File: config.mk
export PLATFORM = sky130hd
export DESIGN_NAME = io_port_bridge_flat
export DESIGN_NICKNAME = d
export VERILOG_FILES = /design/src/rtl/io_port_bridge_if.sv /design/src/rtl/io_port_bridge.sv /design/src/flat_wrapper.sv
export SDC_FILE = /design/constraint.sdc
export NUM_CORES = 1
export LEC_CHECK = 0
export ABC_AREA = 1
export CELL_PAD_IN_SITES_DETAIL_PLACEMENT = 0
export CELL_PAD_IN_SITES_GLOBAL_PLACEMENT = 1
export CORE_MARGIN = 2
export CORE_UTILIZATION = 34
export CTS_BUF_LIST = sky130_fd_sc_hd__clkbuf_4
export DETAILED_ROUTE_END_ITERATION = 16
export PLACE_DENSITY_LB_ADDON = 0.1
export SYNTH_ARGS = -nofsm -noshare
export SYNTH_HDL_FRONTEND = slang
export SYNTH_SLANG_ARGS = --single-unit
File: constraint.sdc
create_clock -name clk -period 7.2 [get_ports clk]
set_input_delay 1.44 -clock clk [delete_from_list [all_inputs] [get_ports clk]]
set_output_delay 1.44 -clock clk [all_outputs]
set_load 0.02 [all_outputs]
File: src/rtl/io_port_bridge_if.sv
// Host/core side signal bundle for io_port_bridge.
// The bridge uses the slave view; whoever drives the host byte stream, the
// core output port and the TX drain uses the master view.
`timescale 1ns/1ps

interface io_port_bridge_if;
  // host -> core byte stream
  logic [7:0] in_data;
  logic       in_valid;
  logic       in_ready;
  // core-facing input port and its interrupt
  logic [7:0] I_Port;
  logic       int_sig;
  // core output port captured by the bridge
  logic [7:0] O_Port;
  // core -> host drain
  logic [7:0] out_data;
  logic       out_valid;
  logic       out_ready;
  // overflow status
  logic       tx_overflow;
  logic       clr_ovf;

  modport slave (
    input  in_data,
    input  in_valid,
    output in_ready,
    output I_Port,
    output int_sig,
    input  O_Port,
    output out_data,
    output out_valid,
    input  out_ready,
    output tx_overflow,
    input  clr_ovf
  );

  modport master (
    output in_data,
    output in_valid,
    input  in_ready,
    input  I_Port,
    input  int_sig,
    output O_Port,
    input  out_data,
    input  out_valid,
    output out_ready,
    input  tx_overflow,
    output clr_ovf
  );
endinterface

File: src/rtl/io_port_bridge.sv
// Board-side peripheral for the CPU wrapper's I/O pins.
// RX path: host bytes are buffered and presented one at a time on I_Port,
// each with a one-cycle int_sig pulse followed by a guaranteed hold window.
// TX path: every change on the core's O_Port is captured into a FIFO that the
// host drains with a valid/ready handshake; dropped captures set a sticky flag.
`timescale 1ns/1ps

module io_port_bridge #(
  parameter int RX_DEPTH = 4,
  parameter int TX_DEPTH = 4,
  parameter int HOLD     = 16
) (
  input  logic             clk,
  input  logic             rst,
  io_port_bridge_if.slave  bus
);

  localparam int RX_AW  = $clog2(RX_DEPTH);
  localparam int TX_AW  = $clog2(TX_DEPTH);
  localparam int HOLD_W = (HOLD > 1) ? $clog2(HOLD) : 1;

  localparam logic [RX_AW:0]    RX_FULL     = (RX_AW + 1)'(RX_DEPTH);
  localparam logic [RX_AW:0]    RX_CNT_ZERO = (RX_AW + 1)'(0);
  localparam logic [RX_AW:0]    RX_CNT_ONE  = (RX_AW + 1)'(1);
  localparam logic [RX_AW-1:0]  RX_PTR_ZERO = RX_AW'(0);
  localparam logic [RX_AW-1:0]  RX_PTR_ONE  = RX_AW'(1);

  localparam logic [TX_AW:0]    TX_FULL     = (TX_AW + 1)'(TX_DEPTH);
  localparam logic [TX_AW:0]    TX_CNT_ZERO = (TX_AW + 1)'(0);
  localparam logic [TX_AW:0]    TX_CNT_ONE  = (TX_AW + 1)'(1);
  localparam logic [TX_AW-1:0]  TX_PTR_ZERO = TX_AW'(0);
  localparam logic [TX_AW-1:0]  TX_PTR_ONE  = TX_AW'(1);

  localparam logic [HOLD_W-1:0] HOLD_LOAD   = HOLD_W'(HOLD - 1);
  localparam logic [HOLD_W-1:0] HOLD_ZERO   = HOLD_W'(0);
  localparam logic [HOLD_W-1:0] HOLD_ONE    = HOLD_W'(1);

  typedef enum logic [1:0] {
    ST_IDLE = 2'd0,
    ST_IRQ  = 2'd1,
    ST_HOLD = 2'd2
  } state_t;

  // RX FIFO storage and bookkeeping
  logic [7:0]       rx_mem_r [RX_DEPTH];
  logic [RX_AW-1:0] rx_wr_ptr_r;
  logic [RX_AW-1:0] rx_rd_ptr_r;
  logic [RX_AW:0]   rx_count_r;
  logic             rx_full_s;
  logic             rx_empty_s;
  logic             rx_push_s;
  logic             rx_pop_s;

  // presenter
  state_t           state_r;
  logic [HOLD_W-1:0] hold_cnt_r;
  logic [7:0]       i_port_r;
  logic             int_sig_r;

  // TX FIFO storage and bookkeeping
  logic [7:0]       tx_mem_r [TX_DEPTH];
  logic [TX_AW-1:0] tx_wr_ptr_r;
  logic [TX_AW-1:0] tx_rd_ptr_r;
  logic [TX_AW:0]   tx_count_r;
  logic             tx_full_s;
  logic             tx_empty_s;
  logic             tx_push_s;
  logic             tx_pop_s;

  // output capture
  logic [7:0]       o_last_r;
  logic             capture_s;
  logic             tx_drop_s;
  logic             tx_overflow_r;

  // Handshake decisions; status flags come only from counts so there is no
  // combinational path from in_valid/out_ready to in_ready/out_valid.
  always_comb begin
    rx_full_s  = (rx_count_r == RX_FULL);
    rx_empty_s = (rx_count_r == RX_CNT_ZERO);
    rx_push_s  = bus.in_valid && !rx_full_s;
    rx_pop_s   = (state_r == ST_IDLE) && !rx_empty_s;

    tx_full_s  = (tx_count_r == TX_FULL);
    tx_empty_s = (tx_count_r == TX_CNT_ZERO);
    capture_s  = (bus.O_Port != o_last_r);
    tx_pop_s   = bus.out_ready && !tx_empty_s;
    // A full FIFO still accepts a capture when the host frees a slot this cycle.
    tx_push_s  = capture_s && (!tx_full_s || tx_pop_s);
    tx_drop_s  = capture_s && tx_full_s && !tx_pop_s;
  end

  // RX FIFO: circular buffer, simultaneous push and pop leave the count unchanged.
  always_ff @(posedge clk or posedge rst) begin
    if (rst) begin
      for (int i = 0; i < RX_DEPTH; i++) begin
        rx_mem_r[i] <= 8'h00;
      end
      rx_wr_ptr_r <= RX_PTR_ZERO;
      rx_rd_ptr_r <= RX_PTR_ZERO;
      rx_count_r  <= RX_CNT_ZERO;
    end else begin
      if (rx_push_s) begin
        rx_mem_r[rx_wr_ptr_r] <= bus.in_data;
        rx_wr_ptr_r           <= rx_wr_ptr_r + RX_PTR_ONE;
      end
      if (rx_pop_s) begin
        rx_rd_ptr_r <= rx_rd_ptr_r + RX_PTR_ONE;
      end
      case ({rx_push_s, rx_pop_s})
        2'b10:   rx_count_r <= rx_count_r + RX_CNT_ONE;
        2'b01:   rx_count_r <= rx_count_r - RX_CNT_ONE;
        default: rx_count_r <= rx_count_r;
      endcase
    end
  end

  // Presenter: pop a byte onto I_Port, pulse int_sig for one cycle, then hold
  // the byte for HOLD cycles before the next pop (HOLD+2 cycles per byte).
  always_ff @(posedge clk or posedge rst) begin
    if (rst) begin
      state_r    <= ST_IDLE;
      hold_cnt_r <= HOLD_ZERO;
      i_port_r   <= 8'h00;
      int_sig_r  <= 1'b0;
    end else begin
      case (state_r)
        ST_IDLE: begin
          if (rx_pop_s) begin
            i_port_r  <= rx_mem_r[rx_rd_ptr_r];
            int_sig_r <= 1'b1;
            state_r   <= ST_IRQ;
          end else begin
            int_sig_r <= 1'b0;
          end
        end
        ST_IRQ: begin
          int_sig_r  <= 1'b0;
          hold_cnt_r <= HOLD_LOAD;
          state_r    <= ST_HOLD;
        end
        ST_HOLD: begin
          int_sig_r <= 1'b0;
          if (hold_cnt_r == HOLD_ZERO) begin
            state_r <= ST_IDLE;
          end else begin
            hold_cnt_r <= hold_cnt_r - HOLD_ONE;
          end
        end
        default: begin
          state_r    <= ST_IDLE;
          hold_cnt_r <= HOLD_ZERO;
          int_sig_r  <= 1'b0;
        end
      endcase
    end
  end

  // Change detector: o_last follows O_Port even when the capture is dropped.
  always_ff @(posedge clk or posedge rst) begin
    if (rst) begin
      o_last_r <= 8'h00;
    end else if (capture_s) begin
      o_last_r <= bus.O_Port;
    end else begin
      o_last_r <= o_last_r;
    end
  end

  // TX FIFO: circular buffer fed by the change detector, drained by the host.
  always_ff @(posedge clk or posedge rst) begin
    if (rst) begin
      for (int i = 0; i < TX_DEPTH; i++) begin
        tx_mem_r[i] <= 8'h00;
      end
      tx_wr_ptr_r <= TX_PTR_ZERO;
      tx_rd_ptr_r <= TX_PTR_ZERO;
      tx_count_r  <= TX_CNT_ZERO;
    end else begin
      if (tx_push_s) begin
        tx_mem_r[tx_wr_ptr_r] <= bus.O_Port;
        tx_wr_ptr_r           <= tx_wr_ptr_r + TX_PTR_ONE;
      end
      if (tx_pop_s) begin
        tx_rd_ptr_r <= tx_rd_ptr_r + TX_PTR_ONE;
      end
      case ({tx_push_s, tx_pop_s})
        2'b10:   tx_count_r <= tx_count_r + TX_CNT_ONE;
        2'b01:   tx_count_r <= tx_count_r - TX_CNT_ONE;
        default: tx_count_r <= tx_count_r;
      endcase
    end
  end

  // Sticky overflow flag; a drop in the same cycle beats a clear request.
  always_ff @(posedge clk or posedge rst) begin
    if (rst) begin
      tx_overflow_r <= 1'b0;
    end else if (tx_drop_s) begin
      tx_overflow_r <= 1'b1;
    end else if (bus.clr_ovf) begin
      tx_overflow_r <= 1'b0;
    end else begin
      tx_overflow_r <= tx_overflow_r;
    end
  end

  assign bus.in_ready    = !rx_full_s;
  assign bus.I_Port      = i_port_r;
  assign bus.int_sig     = int_sig_r;
  assign bus.out_valid   = !tx_empty_s;
  assign bus.out_data    = tx_mem_r[tx_rd_ptr_r];
  assign bus.tx_overflow = tx_overflow_r;

endmodule

File: src/flat_wrapper.sv
// flat-port wrapper written by rule: the top's interface ports become plain ports
module io_port_bridge_flat 
#(
  parameter int RX_DEPTH = 4,
  parameter int TX_DEPTH = 4,
  parameter int HOLD     = 16
)
  (clk, rst, bus_in_data, bus_in_valid, bus_in_ready, bus_I_Port, bus_int_sig, bus_O_Port, bus_out_data, bus_out_valid, bus_out_ready, bus_tx_overflow, bus_clr_ovf);
  io_port_bridge_if bus_i ();
  input  logic clk;
  input  logic rst;
  input wire logic [$bits(bus_i.in_data)-1:0] bus_in_data;
  input wire logic [$bits(bus_i.in_valid)-1:0] bus_in_valid;
  output wire logic [$bits(bus_i.in_ready)-1:0] bus_in_ready;
  output wire logic [$bits(bus_i.I_Port)-1:0] bus_I_Port;
  output wire logic [$bits(bus_i.int_sig)-1:0] bus_int_sig;
  input wire logic [$bits(bus_i.O_Port)-1:0] bus_O_Port;
  output wire logic [$bits(bus_i.out_data)-1:0] bus_out_data;
  output wire logic [$bits(bus_i.out_valid)-1:0] bus_out_valid;
  input wire logic [$bits(bus_i.out_ready)-1:0] bus_out_ready;
  output wire logic [$bits(bus_i.tx_overflow)-1:0] bus_tx_overflow;
  input wire logic [$bits(bus_i.clr_ovf)-1:0] bus_clr_ovf;
  assign bus_i.in_data = bus_in_data;
  assign bus_i.in_valid = bus_in_valid;
  assign bus_in_ready = bus_i.in_ready;
  assign bus_I_Port = bus_i.I_Port;
  assign bus_int_sig = bus_i.int_sig;
  assign bus_i.O_Port = bus_O_Port;
  assign bus_out_data = bus_i.out_data;
  assign bus_out_valid = bus_i.out_valid;
  assign bus_i.out_ready = bus_out_ready;
  assign bus_tx_overflow = bus_i.tx_overflow;
  assign bus_i.clr_ovf = bus_clr_ovf;
  io_port_bridge #(.RX_DEPTH(RX_DEPTH), .TX_DEPTH(TX_DEPTH), .HOLD(HOLD)) u_core (.clk(clk), .rst(rst), .bus(bus_i));
endmodule
# [Word-level counts from Yosys, hierarchy flattened]
# Index checks and enable logic that the tools add are counted.
[word_totals] ff_bits=102 output_inout_bits=20 latchBits=0 mem_bits_rw=0 mem_bits_ro=0 n_memories=0
[classes] n_reduce_logical=24 div=0 n_bitwise=5 n_mul=0 add_sub_neg=9 shifts=0 muxes=23 n_eq_ne=12 n_lt_le_gt_ge=6
[ops] operator="$bwmux 32" count=2
[ops] operator="$mux 8" count=6
[ops] operator="$bmux 8 s2" count=2
[ops] operator="$demux 8 s2" count=2
[ops] operator="$ge 3x3->1 const B" count=4
[ops] operator="$not 2->3" count=4
[ops] operator="$pmux 3 s2" count=2
[ops] operator="$pmux 4 s3" count=1
[ops] operator="$add 2x1->2 const B" count=4
[ops] operator="$logic_and 1x1->1" count=8
[ops] operator="$ne 8x8->1" count=1
[ops] operator="$add 3x1->3 const B" count=2
[ops] operator="$eq 2x1->1 const B" count=3
[ops] operator="$eq 2x2->1 const B" count=3
[ops] operator="$eq 3x3->1 const B" count=2
[ops] operator="$logic_not 3->1" count=2
[ops] operator="$lt 3x1->1 const B" count=2
[ops] operator="$pmux 2 s3" count=1
[ops] operator="$reduce_and 2->1" count=3
[ops] operator="$reduce_bool 2->1" count=3
[ops] operator="$sub 3x1->3 const B" count=2
[ops] operator="$logic_not 1->1" count=5
[ops] operator="$logic_not 4->1" count=1
[ops] operator="$mux 1" count=4
[ops] operator="8 further kinds" count=10

# [Depth between registers and ports, before layout]
[depth] word_depth=7 ltp_mapped=14 ltp_nobuf=13

# [Worst setup path before layout]
# OpenSTA, ideal clock, no wires.
[synth_timing] path_kind="input to register" start="input bus_O_Port[6]" end="register u_core.tx_count_r[2]" stages=12 n_path_buf=1 arrival_ps=3051 setup_time_ps=131 slack_ps=4018 path_cell_list="xnor2_1 -> nand2_1 -> nor2_1 -> nand2_2 -> buf_12 -> nand2_1 -> ha_1 -> inv_1 -> fa_1 -> a21oi_1 -> o21ai_0 -> xor2_1"
[synth_between] elab_chain_len=4
[synth_lines] element="start, declared" line="flat_wrapper.sv:17" text="input wire logic [$bits(bus_i.O_Port)-1:0] bus_O_Port;"
[synth_lines] element="$ne 8x8->1 (*)" line="io_port_bridge.sv:86" text="capture_s = (bus.O_Port != o_last_r);"
[synth_lines] element="$logic_and 1x1->1 (*)" line="io_port_bridge.sv:89" text="tx_push_s = capture_s && (!tx_full_s || tx_pop_s);"
[synth_lines] element="$eq 2x1->1 / $eq 2x2->1 (equally long branches)" line="io_port_bridge.sv:187" text="case ({tx_push_s, tx_pop_s})"
[synth_lines] element="$pmux 3 s2 / $reduce_bool 2->1 (equally long branches)"
[synth_lines] element="end signal, assigned" line="io_port_bridge.sv:188" text="2'b10: tx_count_r <= tx_count_r + TX_CNT_ONE;"
[synth_lines] element="end signal, assigned" line="io_port_bridge.sv:189" text="2'b01: tx_count_r <= tx_count_r - TX_CNT_ONE;"
[synth_lines] element="end signal, assigned" line="io_port_bridge.sv:190" text="default: tx_count_r <= tx_count_r;"
[synth_lines] element="end, declared" line="io_port_bridge.sv:64" text="logic [TX_AW:0] tx_count_r;"
# Mark *: on every way between the ends. The rest lies on a longest branch, timed or not.
# A chain may end at the register's enable or synchronous reset.

# [Worst setup path in the final report]
[layout_timing] start="register u_core.tx_rd_ptr_r[0]" end="output bus_out_data[5]"
[layout_between] elab_chain_len=4
[layout_lines] element="start, declared" line="io_port_bridge.sv:63" text="logic [TX_AW-1:0] tx_rd_ptr_r;"
[layout_lines] element="start signal, assigned" line="io_port_bridge.sv:185" text="tx_rd_ptr_r <= tx_rd_ptr_r + TX_PTR_ONE;"
[layout_lines] element="$not 2->3 (implied by the code)" line="io_port_bridge.sv:212" text="assign bus.out_data = tx_mem_r[tx_rd_ptr_r];"
[layout_lines] element="$bmux 8 s2" line="io_port_bridge.sv:212"
[layout_lines] element="$mux 8 (implied by the code) (2 in a row)" line="io_port_bridge.sv:212"
[layout_lines] element="end, declared" line="flat_wrapper.sv:18" text="output wire logic [$bits(bus_i.out_data)-1:0] bus_out_data;"
# Every way passes these cells. The select of a mux whose other input is x is not followed.

==> run metrics <==
status=completed; Sequential Power Share=0.412; core area=14000 µm²; DRC viols=0; CTS Buf Count=9; Final Hold Fails=0; postcts setup bufs=0; Global Route Usage Sum=0.163; Initial Util=0.351; die span in y=124 µm; Yosys reg bits=102; WL met1=5100 µm; CTS root buffer=clkbuf_4; vias in the first global route=roughly 3600; Routed Antenna Nets=0; GP Congestion=a little over 0.8; worst vdd ir=between 0.00015 and 0.0002 V; min Tclk post-route=4.18 ns; Initial DRT Pass Iterations=4; Clk pwr share=0.105; Mapped Cells=about 560; switching pwr=roughly 1.1 mW; Avg WL per Cell=15.0 µm; PortBufs=40; Slew Limit Headroom=0.435; fin util=0.387; number of hold buffers added after cts=0; largest net degree at the start of global routing=66; Via density=approximately 5; min-delay worst type=reg -> reg; final WL=11400 µm; Comb pwr share=0.482; clock-pin slew on the worst setup and hold paths=0.15 ns; leakage power=2.61 nW; DR iter-0 viols=214; setup ws final=approximately 3 ns; Clock Path Buffers=2; WL met2=5550 µm; global-route wire length before repair=18800 µm; dpl hpwl=around 7500 µm; Max-Cap Viols=0; yosys warns=0; DR top layer=met4; met3 wire len=slightly above 600 µm; final worst path period share=0.580; row count=43; RSZ-0062 raised after global routing=false; WP data arrival=2.74 ns; later-pin clock latency in the skew report=0.46 ns; Syn Area/Cell=approximately 9 µm²; Synth cell types=28; switching portion of total power=0.445; IO Pins=41; # diodes=0; Req. time, crit path=5.76 ns; nets@finish=615; Slew @ Worst Pin=0.847 ns; internal power=1.36 mW; syn_nets=roughly 590; setup TNS=0 ns; total global routing overflow=0; Crit Path Class=reg -> out; Fmax achieved=0.239 GHz; clk sinks=102; FILL cells=1484; die area=roughly 15000 µm²; Final Max Tran Viols=0; worst setup slack after placement=2.88 ns; Post-synth EDFFs=0; skew final=0.0193 ns; ys flop type=dfrtp_1; element type at the critical path start=flip-flop; share of post-route cells with drive strength above 1=0.0465; CTS H-tree lvls=3; initial antenna violation count=0; final setup fails=0; Area Growth Syn to Fin=10.4%; register area share after synthesis=0.520; via count=3702; Die Wd=124 µm; PwrDens=approximately 450 nW/µm²; Async S/R FF share, synth=1.00; Critical Path End Type=output pin; CTS tree=built; Resize count post-CTS=0; critical path fanouts, max=19; synthesized area=4910 µm²
-- cells in the mapped netlist, types with 6 or more instances --
master / number / share of area
a21oi_1: 6 / 0.0061
ha_1: 16 / 0.041
inv_1: 44 / 0.034
o22ai_1: 9 / 0.011
o21ai_0: 77 / 0.079
nand3_1: 9 / 0.0092
nor2_1: 64 / 0.049
xor2_1: 6 / 0.011
dfrtp_1: 102 / 0.52
a31oi_1: 8 / 0.010
xnor2_1: 8 / 0.014
clkbuf_1: 8 / 0.0061
nand2_1: 128 / 0.098
nand4_1: 32 / 0.041
buf_2: 10 / 0.010
-- flip-flops by register name, indices dropped and copies added (netlist names) --
name / count
u_core.rx_mem_r: 32
u_core.tx_mem_r: 32
u_core.bus.I_Port: 8
u_core.o_last_r: 8
u_core.hold_cnt_r: 4
u_core.rx_count_r: 3
u_core.tx_count_r: 3
u_core.rx_rd_ptr_r: 2
u_core.rx_wr_ptr_r: 2
u_core.state_r: 2
u_core.tx_rd_ptr_r: 2
u_core.tx_wr_ptr_r: 2
u_core.bus.int_sig: 1
u_core.bus.tx_overflow: 1
-- power by group through the flow --
stage                     Clock [mW]  Sequential, mW  Combinational, mW
after floorplan                    0           0.980              0.842
after global placement             0            1.02               1.19
after detailed placement           0            1.03               1.20
after CTS                      0.279            1.02               1.21
after global routing           0.297            1.05               1.35
final                          0.259            1.01               1.18
-- stage by stage --
step,power (mW),area [µm²],hold WS (ns),instances
2_1_floorplan,1.82,4910,0.437,555
3_3_place_gp,2.21,5310,0.451,745
3_5_place_dp,2.23,5310,0.453,745
4_1_cts,2.50,5420,0.488,761
5_1_grt,2.70,5420,0.501,761
6_report,2.45,5420,0.486,761
-- placed cells by master, fill, tap and decap left out, types with 4 or more instances in the layout --
cell type,netlist,final
o21ai_0,77,77
a21oi_1,6,6
nand4_1,32,32
ha_1,16,16
inv_1,44,43
nand2_1,128,128
clkinv_2,0,5
nor2_1,64,64
xnor2_1,8,8
dfrtp_1,102,102
o22ai_1,9,9
nand3_1,9,9
a31oi_1,8,8
xor2_1,6,6
nand2_4,4,4
clkbuf_4,0,10
clkdlybuf4s50_1,0,40
-- cells by family (layout without fill, tap and decap cells) --
group | after synthesis | after routing | synth area share
DFF | 102 | 102 | 0.520
buffers and inverters | 79 | 105 | 0.0844
adders and majority gates | 18 | 18 | 0.0490
and+or+nand+nor | 240 | 240 | 0.213
AOI/OAI and AO/OA | 102 | 102 | 0.108
xor gates and xnor gates | 14 | 14 | 0.0250
-- metal layers --
layer | GRT usage | vias up
met1 | 0.208 | 1768
li1 | - | 1845
met5 | 0 | -
met4 | 0.0400 | 0
met3 | 0.0481 | 10
met2 | 0.270 | 79
-- final timing paths --
check                                       from                   end  slack [ns]  cells past startpoint
max in group asynchronous                    rst   u_core.tx_mem_r[14]        4.63                      3
max reg2reg                   u_core.o_last_r[0]  u_core.tx_count_r[2]        4.55                     11
min in group asynchronous                    rst    u_core.tx_mem_r[1]        1.34                      2
max                        u_core.tx_rd_ptr_r[0]       bus_out_data[5]        3.02                      4
min                         u_core.rx_count_r[0]  u_core.rx_count_r[0]        0.49                      1
min reg2reg                 u_core.rx_count_r[0]  u_core.rx_count_r[0]        0.49                      1
-- area by class of cell --
type / instances / area, µm² / area share
inverters: 47 / 179 / 0.0330
clock buffers: 10 / 75.1 / 0.0139
well taps: 180 / 225 / 0.0416
flip-flops and latches: 102 / 2550 / 0.471
repair buffers: 42 / 415 / 0.0767
multi-input cells: 374 / 1940 / 0.358
clock inverters: 6 / 28.8 / 0.00531
-- worst max-delay path, cell delays in order, from the launching register on --
cell and delay, ns:
dfrtp_1 0.65, inv_1 0.55, o21ai_0 0.16, o22ai_1 0.25
clkdlybuf4s50_1 0.66
No activity file was read; power rests on OpenSTA's default activity.
